File: config.mk
export PLATFORM = sky130hd
export DESIGN_NAME = rs422_frame_echo
export DESIGN_NICKNAME = d
export VERILOG_FILES = /design/src/rtl/rs422_pkg.sv /design/src/rtl/rs422_frame_ram.sv /design/src/rtl/rs422_frame_echo.sv
export SDC_FILE = /design/constraint.sdc
export NUM_CORES = 1
export LEC_CHECK = 0
export BUFFER_PORTS_ARGS = -buffer_cell sky130_fd_sc_hd__buf_2
export CAP_MARGIN = 20
export CORE_MARGIN = 5
export CORE_UTILIZATION = 45
export CTS_BUF_LIST = sky130_fd_sc_hd__clkbuf_4
export DETAILED_ROUTE_END_ITERATION = 8
export GPL_ROUTABILITY_DRIVEN = 0
export HOLD_SLACK_MARGIN = 0.03
export PLACE_DENSITY = 0.72
export RECOVER_POWER = 100
export SYNTH_ARGS = -nofsm -noshare
export SYNTH_HDL_FRONTEND = slang
export SYNTH_SLANG_ARGS = --single-unit
File: constraint.sdc
create_clock -name clk -period 2.6 [get_ports clk]
set_clock_uncertainty 0.05 [all_clocks]
set_input_delay 0.26 -clock clk [delete_from_list [all_inputs] [get_ports clk]]
set_output_delay 0.26 -clock clk [all_outputs]
set_load 0.005 [all_outputs]
File: src/rtl/rs422_pkg.sv
// Shared types and constants for the RS422 frame-echo controller.
package rs422_pkg;

   typedef enum logic [2:0] {
      ST_IDLE,
      ST_RECV,
      ST_LOAD,
      ST_STROBE,
      ST_WAIT_BUSY,
      ST_WAIT_DONE
   } state_t;

   localparam logic [1:0] MODE_ECHO    = 2'd0;
   localparam logic [1:0] MODE_REV     = 2'd1;
   localparam logic [1:0] MODE_LEN     = 2'd2;
   localparam logic [1:0] MODE_DISCARD = 2'd3;

   // Three characters of silence at 16x oversampling.
   localparam int GAP_TICKS_DEF = 480;

endpackage

File: src/rtl/rs422_frame_ram.sv
// Frame buffer: simple dual-port RAM, synchronous write, registered 1-cycle read.
module rs422_frame_ram #(
   parameter int DATA_W = 8,
   parameter int DEPTH  = 64,
   localparam int ADDR_W = $clog2(DEPTH)
) (
   input  logic              clk,
   input  logic              wr_en,
   input  logic [ADDR_W-1:0] wr_addr,
   input  logic [DATA_W-1:0] wr_data,
   input  logic              rd_en,
   input  logic [ADDR_W-1:0] rd_addr,
   output logic [DATA_W-1:0] rd_data
);

   logic [DATA_W-1:0] mem [DEPTH];

   always_ff @(posedge clk) begin
      if (wr_en) mem[wr_addr] <= wr_data;
      if (rd_en) rd_data <= mem[rd_addr];
   end

endmodule

File: src/rtl/rs422_frame_echo.sv
// Collects UART bytes into a frame closed by a quiet gap, then replays it
// as echo, reversed, length-prefixed, or discards it.
//
// state        | meaning
// ST_IDLE      | waiting for the first byte of a frame
// ST_RECV      | storing bytes, gap timer running
// ST_LOAD      | read address presented to the buffer
// ST_STROBE    | character registered into tx_data, tx_en pulsed
// ST_WAIT_BUSY | waiting for the transmitter to accept (tx_idle low)
// ST_WAIT_DONE | waiting for the transmitter to finish (tx_idle high)
module rs422_frame_echo
   import rs422_pkg::*;
#(
   parameter int DATA_W    = 8,
   parameter int DEPTH     = 64,
   parameter int GAP_TICKS = GAP_TICKS_DEF,
   localparam int ADDR_W   = $clog2(DEPTH)
) (
   input  logic              clk,
   input  logic              reset_n,
   input  logic [1:0]        mode,
   input  logic [DATA_W-1:0] rx_data,
   input  logic              rx_valid,
   input  logic              tx_idle,
   output logic [DATA_W-1:0] tx_data,
   output logic              tx_en,
   output logic              busy,
   output logic [ADDR_W:0]   frame_len,
   output logic              overflow,
   output logic [7:0]        drop_cnt
);

   localparam int GW = $clog2(GAP_TICKS + 1);
   localparam logic [GW-1:0]   GAP_LAST = GW'(GAP_TICKS - 1);
   localparam logic [ADDR_W:0] DEPTH_C  = (ADDR_W + 1)'(DEPTH);

   state_t            state;
   logic [ADDR_W:0]   count;
   logic [ADDR_W:0]   remaining;
   logic [GW-1:0]     gap;
   logic [1:0]        mode_q;
   logic              hdr;
   logic [ADDR_W-1:0] rd_ptr;

   logic              wr_en;
   logic [ADDR_W-1:0] wr_addr;
   logic              rd_en;
   logic [DATA_W-1:0] rd_data;
   logic              in_tx;

   assign in_tx   = (state != ST_IDLE) && (state != ST_RECV);
   assign wr_en   = rx_valid && ((state == ST_IDLE) ||
                                 ((state == ST_RECV) && (count < DEPTH_C)));
   assign wr_addr = (state == ST_IDLE) ? '0 : count[ADDR_W-1:0];
   // The header character comes from frame_len, so no buffer read for it.
   assign rd_en   = (state == ST_LOAD) && !hdr;

   rs422_frame_ram #(
      .DATA_W (DATA_W),
      .DEPTH  (DEPTH)
   ) u_ram (
      .clk     (clk),
      .wr_en   (wr_en),
      .wr_addr (wr_addr),
      .wr_data (rx_data),
      .rd_en   (rd_en),
      .rd_addr (rd_ptr),
      .rd_data (rd_data)
   );

   always_ff @(posedge clk or negedge reset_n) begin
      if (!reset_n) begin
         state     <= ST_IDLE;
         count     <= '0;
         remaining <= '0;
         gap       <= '0;
         mode_q    <= MODE_ECHO;
         hdr       <= 1'b0;
         rd_ptr    <= '0;
         tx_data   <= '0;
         tx_en     <= 1'b0;
         busy      <= 1'b0;
         frame_len <= '0;
         overflow  <= 1'b0;
         drop_cnt  <= '0;
      end else begin
         tx_en <= 1'b0;
         if (rx_valid && in_tx && (drop_cnt != 8'hFF))
            drop_cnt <= drop_cnt + 1'b1;

         case (state)
            ST_IDLE: begin
               if (rx_valid) begin
                  count    <= (ADDR_W + 1)'(1);
                  overflow <= 1'b0;
                  mode_q   <= mode;
                  gap      <= GAP_LAST;
                  busy     <= 1'b1;
                  state    <= ST_RECV;
               end
            end

            ST_RECV: begin
               if (rx_valid) begin
                  gap <= GAP_LAST;
                  if (count < DEPTH_C) count <= count + 1'b1;
                  else                 overflow <= 1'b1;
               end else if (gap == '0) begin
                  frame_len <= count;
                  remaining <= count;
                  hdr       <= 1'b0;
                  rd_ptr    <= '0;
                  case (mode_q)
                     MODE_ECHO: state <= ST_LOAD;
                     MODE_REV: begin
                        rd_ptr <= ADDR_W'(count - 1'b1);
                        state  <= ST_LOAD;
                     end
                     MODE_LEN: begin
                        hdr   <= 1'b1;
                        state <= ST_LOAD;
                     end
                     default: begin
                        busy  <= 1'b0;
                        state <= ST_IDLE;
                     end
                  endcase
               end else begin
                  gap <= gap - 1'b1;
               end
            end

            ST_LOAD: state <= ST_STROBE;

            ST_STROBE: begin
               tx_en <= 1'b1;
               if (hdr) begin
                  tx_data <= DATA_W'(frame_len);
                  hdr     <= 1'b0;
               end else begin
                  tx_data   <= rd_data;
                  remaining <= remaining - 1'b1;
                  rd_ptr    <= (mode_q == MODE_REV) ? rd_ptr - 1'b1 : rd_ptr + 1'b1;
               end
               state <= ST_WAIT_BUSY;
            end

            ST_WAIT_BUSY: begin
               if (!tx_idle) state <= ST_WAIT_DONE;
            end

            ST_WAIT_DONE: begin
               if (tx_idle) begin
                  if (remaining != '0) begin
                     state <= ST_LOAD;
                  end else begin
                     busy  <= 1'b0;
                     state <= ST_IDLE;
                  end
               end
            end

            default: begin
               busy  <= 1'b0;
               state <= ST_IDLE;
            end
         endcase
      end
   end

endmodule

==> results of run 1 <==
==> through the flow <==
step | utilization, % | cells | setup TNS, ns | hold slack [ns]
2_1_floorplan | - | 1264 | 0 | -0.08559
3_3_place_gp | 49.48 | 2081 | 0 | 0.1856
3_5_place_dp | 49.48 | 2081 | -0.01251 | 0.1965
4_1_cts | 53.55 | 2353 | 0 | 0.05311
5_1_grt | 53.43 | 2356 | -0.01096 | 0.1156
6_report | 53.43 | 2356 | 0 | 0.1813
==> timing repair <==
item	in CTS	in global routing
hold endpoints to repair	549	0
gates resized for setup	1	6
cloned	0	0
endpoints found under the setup margin	1	64
hold buffers	19	0
==> worst max-delay path: stages, from the launching register on <==
cell	delay, ns
dfrtp_1	0.37
or3b_2	0.49
buf_4	0.19
a21oi_2	0.22
o21ai_1	0.10
clkbuf_2	0.28
nor2_1	0.30
buf_4	0.21
==> layout make-up <==
class,instances,area (um2)
clock inverters,46,344.1
repair buffers,225,1710
diodes,3,7.507
fillers,3998,23890
inverters,13,48.80
well taps,680,850.8
flip-flops and latches,581,17150
multi-input cells,601,5743
clock buffers,207,1554
==> sequential cells by signal (all words and copies together) (netlist names), 2 cells and up <==
name,count
gap,9
u_ram.rd_data,8
frame_len,7
tx_data,8
rd_ptr,6
remaining,7
count,7
drop_cnt,8
u_ram.mem,512
mode_q,2
state,3
==> layout by cell type (no fill, tap or decap), types with 30 or more instances in the layout <==
cell and instances:
mux2i_1 58, o21ai_0 33, a21oi_1 30, dfrtp_1 58, nor2_1 102, nand2_1 50
edfxtp_1 520, clkbuf_4 207, buf_4 135, mux4_2 118
==> cells in the mapped netlist (all sizes together), types with 11 or more instances <==
master  count  area [um2]
nor3       15       75.07
mux2i      58       580.6
mux4      118        2658
dfrtp      61        1526
edfxtp    520       15610
o22ai      20       125.1
o21ai      36       183.9
mux2       11       123.9
nand2      50       187.7
nor2      103       386.6
inv        13       48.80
a21oi      31       158.9
xnor2      15       131.4
nor2b      17       106.4
nand3      11       65.06
buf        38       259.0
clkbuf     31       116.4
==> power by group <==
| part | total (mW) | switching [mW] | internal [mW] |
|---|---|---|---|
| clock network | 7.79 | 3.60 | 4.18 |
| logic | 6.31 | 3.41 | 2.90 |
| registers | 11.2 | 0.467 | 10.7 |
| total | 25.3 | 7.48 | 17.8 |
==> cell families (layout without fill, tap and decap cells) <==
| group | count (synthesis) | after routing | synth area share (%) |
|---|---|---|---|
| XOR/XNOR | 23 | 23 | 0.8647 |
| AO/OA/AOI/OAI | 147 | 147 | 4.141 |
| flip-flops | 581 | 581 | 73.58 |
| adder cells (fa/ha/maj) | 6 | 6 | 0.3222 |
| AND/OR/NAND/NOR | 238 | 238 | 4.844 |
| multiplexers | 187 | 187 | 14.43 |
| buffers and inverters | 82 | 491 | 1.821 |
| other | 0 | 3 | 0 |
==> metal layers <==
layer	wire length [um]	part of all wire (%)
met4	1263	2.4
met5	0	0
met3	4987	9.3
met1	21270	40
met2	26120	49
==> worst max-delay path by stage <==
| stage | from | to | slack (ns) | cells after the start |
|---|---|---|---|---|
| 2_1_floorplan | state[1] | u_ram.mem[29][0] | 0.09 | 7 |
| 3_3_place_gp | rd_ptr[0] | u_ram.rd_data[3] | 0.005 | 7 |
| 3_5_place_dp | rd_ptr[0] | u_ram.rd_data[3] | -0.01 | 7 |
| 4_1_cts | state[1] | u_ram.mem[13][3] | 0.001 | 7 |
| 5_1_grt | state[1] | u_ram.mem[49][1] | -0.007 | 7 |
| 6_report | state[1] | u_ram.mem[48][5] | 0.06 | 7 |
==> reports/qor.yml, run 1 <==
outcome: "finished, violations left"
failed_checks: "capacitance limit, slew limit"
ctsLongestPathBuffers: 3
finalWorstSetupSlack_ns: 0.05665
hold_viol: 0
grtUsageMet1_pct: 25.43
portBuffers: 39
ys.flop_type: "edfxtp_1"
fmax_ghz: 0.3932
clk_latency_ns: 0.96
synth-edff-count: 520
numClockSinks: 581
hp-class: "in -> reg"
async_flop_share_pct: 10.50
worstRegToRegCells: 7
routedWlPerCell_um: 22.77
grt_pass1_vias: 13860
hold_end: "count[6]"
peakVddDrop_mv: 0.5818
row_count: 83
antenna_found_initial: 2
cts_buffers: 149
worst_slew_pin_slew_ns: 2.077
place.detailed.hpwl_mm: 33.84
yosys_register_bits: 581
crit_fanout: 9
finish.instance_area_um2: 27410
end_kind: "flip-flop"
die_y_um: 237.5
min-delay-start: "rx_valid"
use_met3_pct: 6.381
required_ns: 3.18
setup_viol_count_final: 0
track_usage_pct: 19.35
cts.clk_slew.worst_paths_ns: 0.07
avgViaCountPerCell: 5.629
worst-r2r-setup-slack_ns: 0.06
die_w_um: 237.5
drt_iter0_markers: 1435
design_power_total_mw: 25.28
post-place-ws_ns: -0.01251
grt_max_degree: 65
place_area_um2: 25380
cts_setup_buffers: 0
drc: 0
netlist_area_um2: 23300
grt_pass1_wl_mm: 82.61
min_period_ns: 2.543
slew_headroom_pct: -38.50
leakagePower_nw: 9.254
cts_tree: "done"
met2_usage_pct: 30.75
drive_gt1_share_pct: 33.05
grt_overflow: 0
layout.nets: 1591
syn_inst: 1264
yosys_warnings: 0
top_usage_layer: "met2"
cts_root_buffer: "clkbuf_4"
initial_core_util_pct: 45.41
htreeDepth: 4
ys_types: 61
syn_nets: 1284
r2r-start: "state[1]"
powerDensity_nw_per_um2: 922.3
avgSynthCellArea_um2: 18.43
wl_mm: 53.65
cap_violations: 3
slew_viol_final: 106
final_antenna_net_count: 0
crit_arrival_ns: 3.13
crit_type: "reg -> reg"
core-area_um2: 51300
firstDrtPassIters: 8
fp.dieArea_um2: 56420
ys_seq_area_share_pct: 73.58
r2r_end: "u_ram.mem[48][5]"
ios: 40
layout_worst_path_cycle_share_pct: 97.82
area_growth_pct: 17.66
vias: 13260
start_kind: "flip-flop"
holdPathStages: 4
(Power assumes the default switching activity.)
==> inputs of run 2 (changes only) <==
BUFFER_PORTS_ARGS = unset   (was -buffer_cell sky130_fd_sc_hd__buf_2)
CELL_PAD_IN_SITES_DETAIL_PLACEMENT = 0   (was unset)
CELL_PAD_IN_SITES_GLOBAL_PLACEMENT = 1   (was unset)
DONT_BUFFER_PORTS = 1   (was unset)
PLACE_DENSITY = 0.78   (was 0.72)
==> reports/qor.yml, run 2 (same netlist as run 1, synthesis figures left out) <==
powerDensity_nw_per_um2: 929.0  # +0.73%
place.detailed.hpwl_mm: 33.27  # -1.7%
p_sw_mw: 7.642  # +2.2%
slew_viol_final: 192  # +81%
p_int_mw: 17.42  # -2.2%
hold_viol: 0  # unchanged
portBuffers: 0  # -100%
swShare_pct: 30.50  # +0.91 points
routedWlPerCell_um: 23.39  # +2.7%
cts_buffers: 148  # -0.67%
power_frac_seq_pct: 44.8  # +0.6 points
drc: 0  # unchanged
crit_type: "reg -> reg"
holdPathStages: 4  # unchanged
numClockSinks: 581  # unchanged
cts_root_buffer: "clkbuf_4"
use_met3_pct: 6.242  # -0.14 points
core-area_um2: 51300  # unchanged
top_regs: "u_ram.mem (512), gap (9)"
final_common_cell: "edfxtp_1"
layout.nets: 1543  # -3.0%
met2_usage_pct: 30.65  # -0.096 points
failed_checks: "capacitance limit, slew limit"
largest_reg_flops: 512  # unchanged
leakagePower_nw: 9.007  # -2.7%
final_antenna_net_count: 0  # unchanged
antenna_found_initial: 3  # +1
outcome: "finished, violations left"
grt_max_degree: 65  # unchanged
ios: 40  # unchanged
rsz0062_at_grt: "false"
multiInputGateArea_um2: 5729  # -0.24%
fp.dieArea_um2: 56420  # unchanged
crit_fanout: 8  # -1
layout_worst_path_cycle_share_pct: 97.70  # -0.12 points
clk_latency_ns: 0.98  # +0.02 ns
min_period_ns: 2.540  # -0.003096 ns
combPwrFrac_pct: 25.2  # +0.2 points
fmax_ghz: 0.3937  # +0.12%
hp-class: "in -> reg"
regMostFlops: "u_ram.mem"
design_power_total_mw: 25.06  # -0.88%
required_ns: 3.18  # about the same
avgViaCountPerCell: 5.596  # -0.58%
track_usage_pct: 19.36  # about the same
grt_pass1_wl_mm: 81.83  # -0.94%
wl_mm: 54.19  # +1.0%
row_count: 83  # unchanged
pwr-share-clk_pct: 30.0  # -0.8 points
area_growth_pct: 15.78
drt_iter0_markers: 1280  # -11%
final_cell_mix: "edfxtp_1 (520), clkbuf_4 (203), mux4_2 (118)"
cap_violations: 3  # unchanged
initial_core_util_pct: 45.41  # unchanged
end_kind: "flip-flop"
worstRegToRegCells: 8  # +1
fin_tns_setup_ns: 0  # unchanged
setup_viol_count_final: 0  # unchanged
die_y_um: 237.5  # unchanged
cts.clk_slew.worst_paths_ns: 0.06  # about the same
grt_pass1_vias: 13420  # -3.2%
firstDrtPassIters: 7  # -1
start_kind: "flip-flop"
grtUsageMet1_pct: 25.70  # +0.28 points
regArea_um2: 17150  # unchanged
num-fill-cells: 4168  # +4.3%
slew_headroom_pct: -64.99  # -26 points
vias: 12970  # -2.2%
worst_slew_pin_slew_ns: 2.475  # +0.3974 ns
htreeDepth: 4  # unchanged
grt_overflow: 0  # unchanged
ctsLongestPathBuffers: 3  # unchanged
crit_arrival_ns: 3.12  # about the same
top_usage_layer: "met2"
cts_tree: "done"
peakVddDrop_mv: 0.4305  # -26%
die_w_um: 237.5  # unchanged
drive_gt1_share_pct: 31.62  # -1.4 points
[run 2: cell count changes in the layout (fill, tap and decap cells not counted), sizes merged]
cell,delta
buf,-88
clkbuf,+34
clkinv,+17
bufinv,-3
clkinvlp,+3
dlygate4sd3,-3
inv,-3
diode,+2
clkdlybuf4s25,+1
dlymetal6s4s,+1
[run 2: area by class of cell]
| type | count | share of cell area, % |
|---|---|---|
| Tap cell | 680 | 3.154 |
| Antenna cell | 5 | 0.04638 |
| Sequential cell | 581 | 63.59 |
| Inverter | 13 | 0.1809 |
| Timing Repair Buffer | 178 | 5.000 |
| Clock inverter | 60 | 1.252 |
| Multi-Input combinational cell | 601 | 21.24 |
| Clock buffer | 199 | 5.538 |
[run 2: final timing paths]
| path | startpoint | to | slack (ns) |
|---|---|---|---|
| worst min register to register | tx_data[3] | tx_data[3] | 0.46 |
| worst max register to register | state[1] | u_ram.mem[12][7] | 0.06 |
| max in group asynchronous | reset_n | rd_ptr[2] | 0.43 |
| min in group asynchronous | reset_n | rd_ptr[4] | 0.96 |
| worst min-delay path | tx_idle | state[0] | 0.16 |
| worst max-delay path | state[1] | u_ram.mem[12][7] | 0.06 |
[run 2: repair_timing]
action | 4_1_cts | 5_1_grt
hold endpoints to repair | 625 | 0
setup endpoints to repair | 0 | 3
resized for setup | 0 | 7
buffers inserted | 0 | 1
hold buffers | 26 | 0
[run 2: power by group through the flow]
stage	clock network, mW	logic, mW	registers, mW
global route	8.29	6.78	11.3
floorplan	0	4.30	11.1
finish	7.52	6.32	11.2
detailed placement	0	6.07	11.4
global placement	0	6.01	11.4
CTS	7.77	6.35	11.2
[run 2: per-stage QoR]
step | instance area [um2] | std cells | util [%] | hold slack (ns) | worst slack, ns
5_1_grt | 26970 | 2317 | 52.58 | 0.1113 | 0.003013
4_1_cts | 27320 | 2311 | 53.26 | 0.03900 | 0.02052
3_5_place_dp | 25060 | 2026 | 48.84 | -0.08314 | 0.08477
6_report | 26970 | 2317 | 52.58 | 0.1637 | 0.05975
2_1_floorplan | 23300 | 1264 | - | -0.08559 | 0.08840
3_3_place_gp | 25060 | 2026 | 48.84 | -0.08316 | 0.07536
[run 2: critical path: stages (launching register included)]
cell and delay [ns]:
dfrtp_1 0.38, or3b_2 0.48, nor2_1 0.13, clkbuf_4 0.16, and3_1 0.21, nand2_1 0.07, clkbuf_2 0.31, nor2_1 0.18
clkbuf_2 0.27
[run 2: routing by layer]
metal / wire (um) / vias up
met5: 8 / -
met2: 26410 / 580
met3: 4755 / 91
li1: - / 5702
met4: 1115 / 2
met1: 21900 / 6591
